--- src/rtl/jts16_busdec_pkg.sv ---
// jts16_busdec_pkg: shared FSM states and constants for the System 16 bus decoder
package jts16_busdec_pkg;
  typedef enum logic [2:0] {ST_IDLE, ST_DEC, ST_WAIT, ST_ACK, ST_ERR} state_t;
  localparam logic [15:0] BUS_OPEN = 16'hFFFF;
  localparam int WDW = 8;
endpackage

--- src/rtl/jts16_busdec_match.sv ---
// jts16_busdec_match: combinational address-window priority matcher, lowest index wins
module jts16_busdec_match #(
  parameter int NREG = 8,
  parameter int AW   = 23,
  parameter int IW   = NREG > 1 ? $clog2(NREG) : 1
) (
  input  logic [AW-1:0]      addr,
  input  logic [NREG*AW-1:0] win_mask,
  input  logic [NREG*AW-1:0] win_val,
  output logic               hit,
  output logic [IW-1:0]      idx
);
  always_comb begin
    hit = 1'b0;
    idx = '0;
    for (int i = NREG - 1; i >= 0; i--)
      if (((addr ^ win_val[i*AW+:AW]) & win_mask[i*AW+:AW]) == '0) begin
        hit = 1'b1;
        idx = IW'(i);
      end
  end
endmodule

--- src/rtl/jts16_busdec.sv ---
// jts16_busdec: 68000 bus decoder with per-window ready handshake and DTACK/BERR control
// Define JTS16_BUSDEC_BERR_EN to enable bus errors on unmapped accesses and the wait watchdog.
module jts16_busdec
  import jts16_busdec_pkg::*;
#(
  parameter int NREG = 8,
  parameter int AW   = 23,
  parameter int TOUT = 255
) (
  input  logic               clk,
  input  logic               rst,
  input  logic [AW-1:0]      addr,
  input  logic               ASn,
  input  logic               UDSn,
  input  logic               LDSn,
  input  logic               RnW,
  input  logic               BGACKn,
  input  logic [NREG*AW-1:0] win_mask,
  input  logic [NREG*AW-1:0] win_val,
  input  logic [NREG-1:0]    win_wait,
  input  logic [NREG-1:0]    reg_ok,
  input  logic [NREG*16-1:0] reg_dout,
  output logic [NREG-1:0]    cs,
  output logic [15:0]        cpu_din,
  output logic               DTACKn,
  output logic               BERRn,
  output logic               busy
);
  localparam int IW = NREG > 1 ? $clog2(NREG) : 1;
  state_t st, nx;
  logic bus_n, m_hit, hit, cap, wd_exp;
  logic [IW-1:0] m_idx, idx;
  logic [15:0] sel_dout;
  assign bus_n    = ASn | (UDSn & LDSn);
  assign sel_dout = reg_dout[idx*16+:16];
  assign busy     = st != ST_IDLE;
  jts16_busdec_match #(.NREG(NREG), .AW(AW), .IW(IW)) u_match (
    .addr(addr), .win_mask(win_mask), .win_val(win_val), .hit(m_hit), .idx(m_idx)
  );
`ifdef JTS16_BUSDEC_BERR_EN
  localparam bit BERR_EN = 1'b1;
  logic [WDW-1:0] wd;
  assign wd_exp = wd == WDW'(TOUT - 1);
  always_ff @(posedge clk or posedge rst)
    if (rst) begin
      wd    <= '0;
      BERRn <= 1'b1;
    end else begin
      wd    <= st == ST_DEC ? '0 : st == ST_WAIT ? wd + 1'b1 : wd;
      BERRn <= st != ST_ERR;
    end
`else
  localparam bit BERR_EN = 1'b0;
  assign wd_exp = 1'b0;
  assign BERRn  = 1'b1;
`endif
  always_comb begin
    nx  = st;
    cap = 1'b0;
    case (st)
      ST_IDLE: nx = !bus_n && BGACKn ? ST_DEC : ST_IDLE;
      ST_DEC:
        if (ASn) nx = ST_IDLE;
        else if (!hit) begin
          nx  = BERR_EN ? ST_ERR : ST_ACK;
          cap = !BERR_EN && RnW;
        end else if (win_wait[idx]) nx = ST_WAIT;
        else begin
          nx  = ST_ACK;
          cap = RnW;
        end
      ST_WAIT:
        if (ASn) nx = ST_IDLE;
        else if (reg_ok[idx]) begin
          nx  = ST_ACK;
          cap = RnW;
        end else if (wd_exp) nx = ST_ERR;
      ST_ACK:  nx = bus_n ? ST_IDLE : ST_ACK;
      ST_ERR:  nx = ASn ? ST_IDLE : ST_ERR;
      default: nx = ST_IDLE;
    endcase
  end
  // cs and DTACKn follow the current state, so both release one cycle after BUSn is seen high
  always_ff @(posedge clk or posedge rst)
    if (rst) begin
      st      <= ST_IDLE;
      hit     <= 1'b0;
      idx     <= '0;
      cs      <= '0;
      cpu_din <= BUS_OPEN;
      DTACKn  <= 1'b1;
    end else begin
      st <= nx;
      if (st == ST_IDLE) begin
        hit <= m_hit;
        idx <= m_idx;
      end
      cs      <= hit && (st == ST_ACK || ((st == ST_DEC || st == ST_WAIT) && !ASn)) ? NREG'(1) << idx : '0;
      DTACKn  <= st != ST_ACK;
      cpu_din <= cap ? (hit ? sel_dout : BUS_OPEN) : cpu_din;
    end
endmodule

--- config.mk ---
export PLATFORM = sky130hd
export DESIGN_NAME = jts16_busdec
export DESIGN_NICKNAME = d
export VERILOG_FILES = /design/src/rtl/jts16_busdec_pkg.sv /design/src/rtl/jts16_busdec_match.sv /design/src/rtl/jts16_busdec.sv
export SDC_FILE = /design/constraint.sdc
export NUM_CORES = 1
export LEC_CHECK = 0
export ABC_AREA = 1
export BUFFER_PORTS_ARGS = -buffer_cell sky130_fd_sc_hd__buf_2
export CAP_MARGIN = 10
export CORE_AREA = 8 8 215 217
export CTS_CLUSTER_SIZE = 12
export DETAILED_ROUTE_END_ITERATION = 10
export DIE_AREA = 0 0 223 225
export SETUP_SLACK_MARGIN = 0.02
export SLEW_MARGIN = 10
export SYNTH_ARGS = -nofsm -noshare
export SYNTH_HDL_FRONTEND = slang
export SYNTH_HIERARCHICAL = 1
export SYNTH_SLANG_ARGS = --single-unit
--- constraint.sdc ---
create_clock -name clk -period 1.31 [get_ports clk]
set_input_delay 0.131 -clock clk [delete_from_list [all_inputs] [get_ports clk]]
set_output_delay 0.131 -clock clk [all_outputs]
set_load 0.02 [all_outputs]
* Word-level counts from Yosys, hierarchy flattened
Cells that the tools add are included.
** Word-level totals
- Register bits :: 32
- Input port bits :: 542
- Output and inout port bits :: 27
** Operators by class
- $lt $le $gt $ge :: 1
- Equal/unequal tests :: 6
- Shift operators :: 2
- Mux-type cells :: 37
- Bitwise gates (word level) :: 18
- Reductions and logical operators :: 17
** Operators with widths (count)
- AND 23 bit :: 8
- zero test 23 bit :: 8
- bitwise XOR 23 bit :: 8
- indexed part select 128 x 8 -> 16 bit :: 1
- 2-to-1 mux 3 bit :: 11
- 2-to-1 mux 1 bit :: 18
- 2-to-1 mux 16 bit :: 1
- case mux 3 bit (5 select lines) :: 1
- 2-to-1 mux 8 bit :: 1
- << shifter 1 x 3 -> 8 bit, first input constant :: 1
- binary-select mux 1 bit (select 3 bit) :: 2
- equality test 3 x 2 -> 1 bit, second input constant :: 2
- less-than comparator 3 x 4 -> 1 bit, second input constant :: 1
- 2-to-1 mux 2 bit :: 2
- equality test 3 x 1 -> 1 bit, second input constant :: 1
- equality test 3 bit, second input constant :: 1
- logical AND 1 bit :: 3
- zero test 3 bit :: 1
- inequality test 3 x 2 -> 1 bit, second input constant :: 1
- inequality test 3 bit, second input constant :: 1
- nonzero test 3 bit :: 1
- zero test 1 bit :: 2
- logical OR 1 bit :: 2
- case mux 1 bit (2 select lines) :: 1
- 2 further kinds :: 2

* Depth between registers and ports, before layout
- Word-level depth :: 11
- Gate-level depth with buffers :: 18

* Modules after synthesis
The synthesis kept the hierarchy.
** Modules (own cells, without submodules)
- jts16_busdec_match :: instances 1, cells each 694, area each 3449.6 um^2
- jts16_busdec :: instances 1, cells each 396, area each 2446.1 um^2

* Worst setup path before layout
No wires, ideal clock.
- Kind :: reg2reg
- From :: reg idx[0]
- To :: reg cpu_din[0]
- Arrival :: 1369 ps
- Required time :: 1234 ps
- Setup slack :: -135 ps
- Cell stages (with the launch flop) :: 11
- Path through :: dfrtp_1 buf_4 nor2_2 a21oi_1 nand3_1 nand3_2 nand2_4 nand2_4 buf_6 nand2_1 nand2_1
** Between the ends
- Word-level cells in the longest chain between the ends :: 6
- Elaborated cells between the ends (all ways) :: 12
- Those cells by class :: shift (1); mux (11)
** RTL lines
- start: declaration :: line jts16_busdec.sv:32 : logic [IW-1:0] m_idx, idx;
- start signal: assignment :: line jts16_busdec.sv:96 : idx <= m_idx;
- binary-select mux 1 bit (select 3 bit) :: line jts16_busdec.sv:67 : end else if (win_wait[idx]) nx = ST_WAIT;
- 2-to-1 mux 1 bit (implied by the code) :: line jts16_busdec.sv:67
- 2-to-1 mux 1 bit :: line jts16_busdec.sv:67
- 2-to-1 mux 1 bit :: line jts16_busdec.sv:64 : else if (!hit) begin
- 2-to-1 mux 1 bit :: line jts16_busdec.sv:63 : if (ASn) nx = ST_IDLE;
- case mux 1 bit (2 select lines) :: line jts16_busdec.sv:60 : case (st)
- end signal: assignment :: line jts16_busdec.sv:100 : cpu_din <= cap ? (hit ? sel_dout : BUS_OPEN) : cpu_din;
- end: declaration :: line jts16_busdec.sv:24 : output logic [15:0] cpu_din,
Parallel ways exist; a longest one is shown, timed or not. The select of a mux whose other input is x is not followed.
A chain may end at the register's enable or synchronous reset.

* Worst setup path after layout
- From :: reg idx[1]
- To :: reg cpu_din[13]
Same word-level chain as after synthesis.

==> summary.txt <==
Detailed routing
  – Vias after detailed routing: ~9,700
  – Vias per inst: 4.21
  – Routed wire length: approximately 43 mm
  – Pre-antenna DRT Iters: 4
  – Per-cell routed wire length: 18.6 um
  – Initial DRC count: a little over 400
  – Antenna Nets Post-Route: 0
  – DR DRC count: 0

Setup path
  – CP startpoint: idx[1]
  – Worst-case reg-to-reg path depth: 10
  – Critical path class: register to register
  – Delay of the slowest critical-path stage: 0.47 ns
  – Worst EP required: about 1.5 ns
  – CP max stage cell: dfrtp_2
  – Arr. time, crit path: between 1.5 and 2 ns
  – Crit end category: register
  – Crit-path cells: buf_12 -> nor2_4 -> buf_12 -> buf_12 -> nand2_4 -> nand4_1 -> nand2_1 -> nand3_2 -> nand3_2 -> nand2_1
  – CP Max Fanout: 11
  – Most frequent cell on the critical path: buf_12
  – Startpoint Class: register
  – Reg-to-reg startpoint: idx[1]

Yosys
  – Yosys top cell area share: 0.280
  – Synth top area cells: nand2_1 (28%), nand3_1 (14%), or2_1 (8.7%)
  – Share of synthesized registers carrying an async set or reset: 1.00
  – Yosys cell types: 35
  – Synthesized area: approximately 5900 um2
  – Ys Warns: 6
  – Post-synth top area cell: nand2_1
  – Syn nets: 1,632
  – Predominant post-synthesis flop cell: dfstp_2
  – Register area share after synthesis: 0.139
  – EDFF count, synth: 0
  – Average size of a mapped cell: roughly 5.4 um2
  – Yosys reg bits: 32
  – Syn Inst Count: 1,090

Layout
  – Final instance area: 11,400 um2
  – Synth-to-Final Area Change: 92.6%
  – Post-Layout Cell Count: 2,291
  – Final net count: ~2,300
  – Proportion of layout cells with a drive suffix above 1: 0.493

Power and ir drop
  – VDD IR-drop max: 648 uV
  – Tot Pwr: 11.7 mW
  – Leakage: 5.87 nW
  – Power Dens Cells: ~1000 nW/um2

STA
  – Fmax: slightly below 600 MHz
  – Final setup margin: -0.403 ns
  – Fin crit share: 1.31
  – Max-slew violations: 0
  – Worst Clk Skew: 0.0101 ns
  – RSZ-0062 raised after global routing: true
  – Tmin final: 1.71 ns
  – Fin. Hold Viols: 0
  – Final TNS setup: -6.96 ns
  – Final hold slack: between 0.15 and 0.2 ns
  – Setup violations, final: 22

Status
  – Failing checks: setup timing
  – Status: finished, violations left

GRT
  – Antenna violations before repair: 19
  – Total grt overflow: 0
  – First-pass GRT wire length: just over 60 mm
  – Vias in the first global route: 9,709
  – Largest net degree at the start of global routing: 34
  – GRT Util Overall: 0.158

Clock tree
  – CTS Sinks: 32
  – Total CTS buffers: 5
  – Clock Tree Buf Depth: 2
  – CTS root buffer: clkbuf_16
  – Clk Latency, worst-skew pair: about 0.28 ns
  – H-tree levels: 2
  – Clk slew on worst S/H paths: approximately 0.060 ns
  – TritonCTS clock tree: yes

Die
  – Core area: approximately 43,000 um2
  – Chip height: around 230 um
  – DIE AREA: roughly 50,000 um2
  – Die Width: roughly 220 um
  – Initial Utilization: 0.138
  – FP Rows: 76
  – # IOs: between 500 and 600

Job
  – Max cap viols: 0

Worst hold path
  – Worst Hold Path Cells: 3
  – Worst Hold Class: input pin to register
  – HP Start: BGACKn

Placement
  – Placed Cells: 2,258
  – Dpl hpwl: roughly 38 mm
  – Routability Congestion: between 0.9 and 1
  – IO buf count: between 500 and 600
  – Placed Instance Area: roughly 10,000 um2
worst paths after layout:
check                      slack [ns]          end
max                             -0.40  cpu_din[13]
min                              0.16        st[0]
max reg2reg                     -0.40  cpu_din[13]
min reg2reg                      0.46   cpu_din[1]
max in group asynchronous        0.43   cpu_din[6]
min in group asynchronous        0.53          hit
final cells by class:
type / count / area [um2]
fill: 4892 / 31300
multi-input combinational: 950 / 5190
timing repair buffer: 688 / 4230
sequential: 32 / 825
tap: 546 / 683
inverter: 63 / 251
clock buffer: 5 / 125
clock inverter: 3 / 42.5
antenna: 4 / 10.0
placed cells by master, fill, tap and decap left out, types with 5 or more instances in the layout:
cell type	instances
nand2_1	410
nor2_1	58
nand2_2	25
nor2_4	12
buf_6	30
xor2_1	27
buf_4	85
buf_8	5
a22oi_1	7
dfrtp_1	13
nor4_4	7
o21ai_1	14
dfstp_2	17
clkbuf_16	6
inv_2	9
a21oi_2	5
inv_1	52
o21ai_0	13
buf_2	546
nand2_4	6
nand3_2	38
a21oi_1	26
nand4_1	50
nand3_1	121
nor2_2	11
nand3_4	6
buf_12	19
or2_1	81
flip-flops by register name, indices dropped and copies added (netlist names):
register and count:
st 3, hit 1, DTACKn 1, cs 8, cpu_din 16, idx 3
timing repair:
| item | in CTS | in global routing |
|---|---|---|
| pin swaps | 35 | 76 |
| setup buffers | 9 | 8 |
| hold buffers | 1 | 0 |
| resized for setup | 91 | 141 |
| gates cloned | 2 | 3 |
| endpoints found under the hold margin | 15 | 0 |
| endpoints found under the setup margin | 30 | 30 |
per-layer routing:
layer  GRT usage  part of all wire  up-vias  routed length (um)
li1            -                 -     4877                   -
met1       0.170              0.38     4221               16100
met2       0.298              0.51      470               21700
met3      0.0468             0.083       78                3540
met4      0.0372             0.026       10                1110
met5           0            0.0015        -                  62
power by group:
group          switching (mW)  internal (mW)
Combinational            4.82           3.85
Sequential              0.225           1.50
Clock                   0.451          0.893
logic make-up after synthesis:
logic type	after synthesis	share of synthesized area
xor gates and xnor gates	28	0.0416
DFF	32	0.139
other	1	0.000636
and+or+nand+nor	842	0.649
buffers and inverters	109	0.0951
muxes	1	0.00191
AOI/OAI and AO/OA	77	0.0719
critical path: cells and delay by family, from the launching register on:
| kind | cells | cell delay, ns |
|---|---|---|
| flip-flops | 1 | 0.47 |
| buffers and inverters | 3 | 0.43 |
| AND/OR/NAND/NOR | 7 | 0.74 |
Yosys cell counts, types with 11 or more instances:
cell type and n:
nand2_1 440, nand3_1 161, or2_1 82, nor2_1 78, inv_1 54, nand4_1 50, a21oi_1 30, xor2_1 28
buf_4 17, dfstp_2 17, o21ai_0 16, dfrtp_1 15, o21ai_1 15, a22oi_1 11
per-stage QoR:
step	worst slack, ns	utilization
finish	-0.403	0.266
global route	-0.483	0.266
CTS	-0.413	0.251
detailed placement	-0.885	0.235
global placement	-0.910	0.235
floorplan	-0.0728	-
No activity file was read; power rests on OpenSTA's default activity.
